**src/rtl/noc_vc_pkg.sv**
```systemverilog
// Shared types and defaults for per-port output VC bookkeeping.
package noc_vc_pkg;

  typedef enum logic [1:0] {
    IDLE   = 2'd0,
    ACTIVE = 2'd1,
    DRAIN  = 2'd2
  } vc_state_t;

  localparam int CN_DEFAULT    = 5;
  localparam int DEPTH_DEFAULT = 4;

  function automatic int credit_width(input int depth);
    return $clog2(depth + 1);
  endfunction

endpackage

```
**src/rtl/vc_credit_counter.sv**
```systemverilog
// Saturating credit counter for one downstream VC buffer; resets to a full buffer.
module vc_credit_counter #(
  parameter int DEPTH = 4,
  parameter int CW    = 3
) (
  input  logic          clk,
  input  logic          rstn,
  input  logic          i_send,
  input  logic          i_return,
  output logic [CW-1:0] o_credit_next,
  output logic          o_nonzero,
  output logic          o_underflow,
  output logic          o_overflow
);

  localparam logic [CW-1:0] FULL = CW'(DEPTH);

  logic [CW-1:0] r_credit;

  // A send and a return in the same cycle cancel, so only the lone cases move the count.
  always_comb begin
    o_credit_next = r_credit;
    o_underflow   = i_send && (r_credit == '0);
    o_overflow    = i_return && !i_send && (r_credit == FULL);
    if (i_send && !i_return && (r_credit != '0)) begin
      o_credit_next = r_credit - 1'b1;
    end else if (i_return && !i_send && (r_credit != FULL)) begin
      o_credit_next = r_credit + 1'b1;
    end
  end

  assign o_nonzero = (r_credit != '0);

  always_ff @(posedge clk or negedge rstn) begin
    if (!rstn) begin
      r_credit <= FULL;
    end else begin
      r_credit <= o_credit_next;
    end
  end

endmodule

```
**src/rtl/output_vc_state_ctrl.sv**
```systemverilog
// Output-port VC availability tracker: IDLE/ACTIVE/DRAIN per VC, credit
// accounting, free-VC count and a sticky protocol-error flag.
module output_vc_state_ctrl
  import noc_vc_pkg::*;
#(
  parameter int CN    = CN_DEFAULT,
  parameter int DEPTH = DEPTH_DEFAULT,
  parameter int CW    = credit_width(DEPTH)
) (
  input  logic                     clk,
  input  logic                     rstn,
  input  logic [CN-1:0]            outVCAvailableReset,
  input  logic [CN-1:0]            flitSent,
  input  logic [CN-1:0]            tailSent,
  input  logic [CN-1:0]            creditIn,
  output logic [CN-1:0]            outVCAvailable,
  output logic [CN-1:0]            outVCCredit,
  output logic [$clog2(CN+1)-1:0]  freeVCCount,
  output logic                     protoErr
);

  localparam int FW = $clog2(CN + 1);

  vc_state_t     r_state      [CN];
  vc_state_t     w_state_next [CN];
  logic [CW-1:0] w_credit_next [CN];
  logic [CN-1:0] w_nonzero;
  logic [CN-1:0] w_underflow;
  logic [CN-1:0] w_overflow;
  logic [CN-1:0] w_idle_next;
  logic [FW-1:0] w_free_next;
  logic [FW-1:0] r_free_count;
  logic          w_err;
  logic          r_proto_err;

  for (genvar gi = 0; gi < CN; gi++) begin : g_vc
    vc_credit_counter #(
      .DEPTH (DEPTH),
      .CW    (CW)
    ) u_credit (
      .clk           (clk),
      .rstn          (rstn),
      .i_send        (flitSent[gi]),
      .i_return      (creditIn[gi]),
      .o_credit_next (w_credit_next[gi]),
      .o_nonzero     (w_nonzero[gi]),
      .o_underflow   (w_underflow[gi]),
      .o_overflow    (w_overflow[gi])
    );

    assign outVCAvailable[gi] = (r_state[gi] == IDLE);
  end

  always_comb begin
    w_err       = |w_underflow || |w_overflow || ((flitSent & (flitSent - 1'b1)) != '0);
    w_idle_next = '0;
    w_free_next = '0;
    for (int i = 0; i < CN; i++) begin
      w_state_next[i] = r_state[i];
      case (r_state[i])
        IDLE:    if (outVCAvailableReset[i]) w_state_next[i] = ACTIVE;
        ACTIVE:  if (flitSent[i] && tailSent[i]) w_state_next[i] = DRAIN;
        // Free only once this cycle's update leaves the downstream buffer empty.
        DRAIN:   if (w_credit_next[i] == CW'(DEPTH)) w_state_next[i] = IDLE;
        default: w_state_next[i] = IDLE;
      endcase
      if (flitSent[i] && (r_state[i] == IDLE))            w_err = 1'b1;
      if (tailSent[i] && !flitSent[i])                    w_err = 1'b1;
      if (outVCAvailableReset[i] && (r_state[i] != IDLE)) w_err = 1'b1;
      w_idle_next[i] = (w_state_next[i] == IDLE);
      w_free_next    = w_free_next + FW'(w_idle_next[i]);
    end
  end

  always_ff @(posedge clk or negedge rstn) begin
    if (!rstn) begin
      for (int i = 0; i < CN; i++) r_state[i] <= IDLE;
      r_free_count <= FW'(CN);
      r_proto_err  <= 1'b0;
    end else begin
      for (int i = 0; i < CN; i++) r_state[i] <= w_state_next[i];
      r_free_count <= w_free_next;
      r_proto_err  <= r_proto_err | w_err;
    end
  end

  assign outVCCredit = w_nonzero;
  assign freeVCCount = r_free_count;
  assign protoErr    = r_proto_err;

endmodule
```
**config.mk**
```make
export PLATFORM = sky130hd
export DESIGN_NAME = output_vc_state_ctrl
export DESIGN_NICKNAME = d
export VERILOG_FILES = /design/src/rtl/noc_vc_pkg.sv /design/src/rtl/vc_credit_counter.sv /design/src/rtl/output_vc_state_ctrl.sv
export SDC_FILE = /design/constraint.sdc
export NUM_CORES = 1
export LEC_CHECK = 0
export ABC_CLOCK_PERIOD_IN_PS = 3900
export CAP_MARGIN = 20
export CORE_ASPECT_RATIO = 0.75
export CORE_MARGIN = 5
export CORE_UTILIZATION = 40
export DETAILED_ROUTE_END_ITERATION = 7
export GPL_TIMING_DRIVEN = 0
export PLACE_DENSITY = 0.6
export SKIP_CTS_REPAIR_TIMING = 1
export SLEW_MARGIN = 10
export SYNTH_ARGS = -nofsm -noshare
export SYNTH_HDL_FRONTEND = slang
export SYNTH_SLANG_ARGS = --single-unit
```
**constraint.sdc**
```tcl
create_clock -name clk -period 3.9 [get_ports clk]
set_input_delay 0.78 -clock clk [delete_from_list [all_inputs] [get_ports clk]]
set_output_delay 0.78 -clock clk [all_outputs]
set_load 0.01 [all_outputs]
```
==> results.py <==
metrics = {
    "pwr": {
        "swShare_pct": 42.2,
        "total_power_mw": 2.13,
        "p_leak_nw": 1.24,
        "p_clk_share_pct": 11.2,
        "irDropWorstVdd_uv": 344,
        "power_density_nw_per_um2": 720,
        "combPwrFrac_pct": 60.2,
        "intPower_mw": 1.23,
        "p_switching_uw": 900,
        "p_seq_share_pct": 28.7,
    },
    "synthesis": {
        "postSynthAreaPerCell_um2": 9.12,
        "seq_area_frac_synth_pct": 29.9,
        "syn_nets": 309,
        "synth-seq-cells": 29,
        "ys.warnings.count": 0,
        "ys_types": 66,
        "synth_edf_count": 0,
        "synthArstFlopShare_pct": 100,
        "syn_inst": 269,
        "synth_top_flop_cell": "dfrtp_1",
        "synth_area_um2": 2450,
    },
    "global_routing": {
        "grt_overflow": 0,
        "grt_pass1_vias": 1962,
        "grt_max_degree": 30,
        "grt_usage_pct": 14.4,
        "grt_pass1_wl_um": 9320,
        "antenna_found_initial": 0,
    },
    "setup_path": {
        "critPathSlowestCell": "clkdlybuf4s50_1",
        "startpoint_type": "input port",
        "worstSetupEndpointType": "register",
        "cp.arrival_ps": 3810,
        "slowest_delay_ps": 540,
        "worstSetupStartpoint": "creditIn[3]",
        "regToRegStartpoint": "g_vc[1].u_credit.r_credit[1]",
        "cp_common_cell": "fa_1",
        "cp_max_fo": 10,
        "critical_path_class": "input port to register",
        "path_cells": "clkdlybuf4s50_1, buf_2, and3b_1, o21ai_0, o311ai_0, o311ai_1, o21a_1, fa_1, fa_1, ha_1",
        "cp.required_ps": 4060,
    },
    "final_layout": {
        "layout_commonest_cell": "clkdlybuf4s50_1",
        "antenna_cells": 0,
        "area_growth_pct": 20.6,
        "final_cell_mix": "clkdlybuf4s50_1, dfrtp_1, nor2_1, o21ai_0, inv_1",
        "fillers": 584,
        "final_area_um2": 2960,
        "final-instance-count-excl-fill": 388,
        "final_layout_size_suffix_gt1_share_pct": 15.8,
        "fin_nets": 349,
    },
    "clock_tree": {
        "ctsRootBufferMaster": "clkbuf_8",
        "numClockSinks": 29,
        "cts_made_buffers": 5,
        "clk_path_buf_depth": 2,
        "path_clk_slew_ps": 60,
        "cts_tree": "built",
        "clk_latency_ps": 280,
        "cts_max_level": 2,
    },
    "sta": {
        "relSlewSlack_pct": 56.6,
        "worst_pin_slew_ps": 651,
        "setup_viol_count_final": 0,
        "fin_skew_ps": 5.47,
        "max_freq_mhz": 274,
        "period_needed_ps": 3650,
        "fin_tns_setup_ps": 0,
        "rsz0062_at_grt": "no",
        "hold_viol": 0,
        "slew_viol_final": 0,
        "fin_crit_sh_pct": 93.6,
    },
    "placed_design": {
        "hpwl_um": 4220,
        "dpl_cell_area_um2": 2880,
        "place_congestion": 0.803,
        "dp.cells": 380,
        "port_buffers": 33,
    },
    "route": {
        "highest_layer": "met4",
        "drt-met1-wl_um": 2880,
        "drc": 0,
        "routed_via_density": 5.36,
        "post_drt_wl_per_cell_um": 14.3,
        "via_count": 2081,
        "firstDrtPassIters": 4,
        "wl_um": 5560,
        "wl_met2_um": 2420,
        "wl_met3_um": 216,
        "ant_nets": 0,
        "drt_iter0_markers": 163,
    },
    "die": {
        "num_rows": 24,
        "dieWidth_um": 100,
        "die_y_um": 77.8,
        "core-area_um2": 5890,
        "die_area_um2": 7820,
        "ios": 36,
        "start_util_pct": 41.7,
    },
    "hold_path": {
        "holdCritPathClass": "register to register",
        "min-delay-start": "r_state[7]",
    },
    "run_status": {
        "outcome": "completed",
    },
    "job": {
        "maxCapViolations": 0,
    },
}
## flip-flops by register name, summed over array words and instances (netlist names)
register,count
g_vc.u_credit.r_credit,15
r_state,10
freeVCCount,3
protoErr,1
## area by class of cell
type	count	area (um2)	area share, %
multi-input combinational	204	1520	51.4
timing repair buffer	33	325	11.0
tap	78	97.6	3.30
clock inverter	2	10.0	0.338
sequential	29	734	24.8
buffer	18	131	4.44
clock buffer	6	72.6	2.45
inverter	18	67.6	2.28
## path summary, 6_finish.rpt
path | endpoint | slack [ps] | depth (start not counted)
setup / recovery | freeVCCount[1] | 250 | 10
hold / removal | r_state[6] | 520 | 1
hold reg to reg | r_state[6] | 520 | 1
max in group asynchronous | protoErr | 2950 | 1
setup reg to reg | freeVCCount[1] | 380 | 10
min in group asynchronous | g_vc[4].u_credit.r_credit[0] | 530 | 1
## power groups by stage
stage | combinational [mW] | sequential (mW) | clock (mW)
global route | 1.44 | 0.635 | 0.262
floorplan | 0.921 | 0.585 | 0
finish | 1.28 | 0.610 | 0.238
global placement | 1.27 | 0.610 | 0
detailed placement | 1.28 | 0.612 | 0
CTS | 1.29 | 0.608 | 0.244
## synth_stat cells, types with 2 or more instances
cell	n	area (um2)
dfrtp_1	22	551
nor2_1	21	78.8
o21ai_0	20	100
inv_1	18	67.6
ha_1	16	200
a21oi_1	12	60.1
nand2b_1	11	68.8
nor2b_1	10	62.6
buf_4	8	60.1
buf_2	7	35.0
dfstp_2	7	184
nand2_1	7	26.3
xnor2_1	7	61.3
nand3_1	6	30.0
o22ai_1	6	37.5
and3b_1	5	43.8
nand3b_1	5	37.5
nor3b_1	5	37.5
nor4bb_1	4	40.0
a21boi_0	3	22.5
a22oi_1	3	22.5
a311oi_1	3	26.3
and2_1	3	18.8
and4b_1	3	30.0
xor2_1	3	26.3
a32o_1	2	20.0
and3_1	2	12.5
buf_6	2	22.5
fa_1	2	40.0
nand2b_4	2	27.5
o2111ai_1	2	17.5
o211ai_1	2	15.0
o21ba_2	2	20.0
o22a_1	2	17.5
o311a_1	2	20.0
o311ai_0	2	17.5
or2_2	2	12.5
or3b_2	2	17.5
## cells by family (layout without fill, tap and decap cells)
logic type,after synthesis,after routing,synth area share [%]
DFF,29,29,29.9
adders and majority gates,18,18,9.79
buffers and inverters,36,77,8.11
AOI/OAI and AO/OA,74,74,21.4
and+or+nand+nor,101,101,26.8
muxes,1,1,0.408
xor gates and xnor gates,10,10,3.57
## metrics by stage
stage / worst slack, ps / hold WS [ps] / utilization (%)
CTS: 245 / 511 / 50.3
global route: 64.5 / 549 / 50.3
finish: 248 / 525 / 50.3
global placement: -53.7 / 501 / 49.0
detailed placement: -44.6 / 511 / 48.9
floorplan: 728 / 477 / -
## layer usage
| metal | vias up | GRT usage, % |
|---|---|---|
| li1 | 1054 | - |
| met1 | 979 | 21.1 |
| met2 | 42 | 21.8 |
| met3 | 6 | 3.32 |
| met4 | 0 | 2.83 |
| met5 | - | 0 |
## worst max-delay path: cells and delay by family
kind                     cells  cell delay (ps)
AND/OR/NAND/NOR              1              190
buffers and inverters        2              760
AO/OA/AOI/OAI                4              890
adder cells (fa/ha/maj)      3             1170
(Power assumes the default switching activity.)
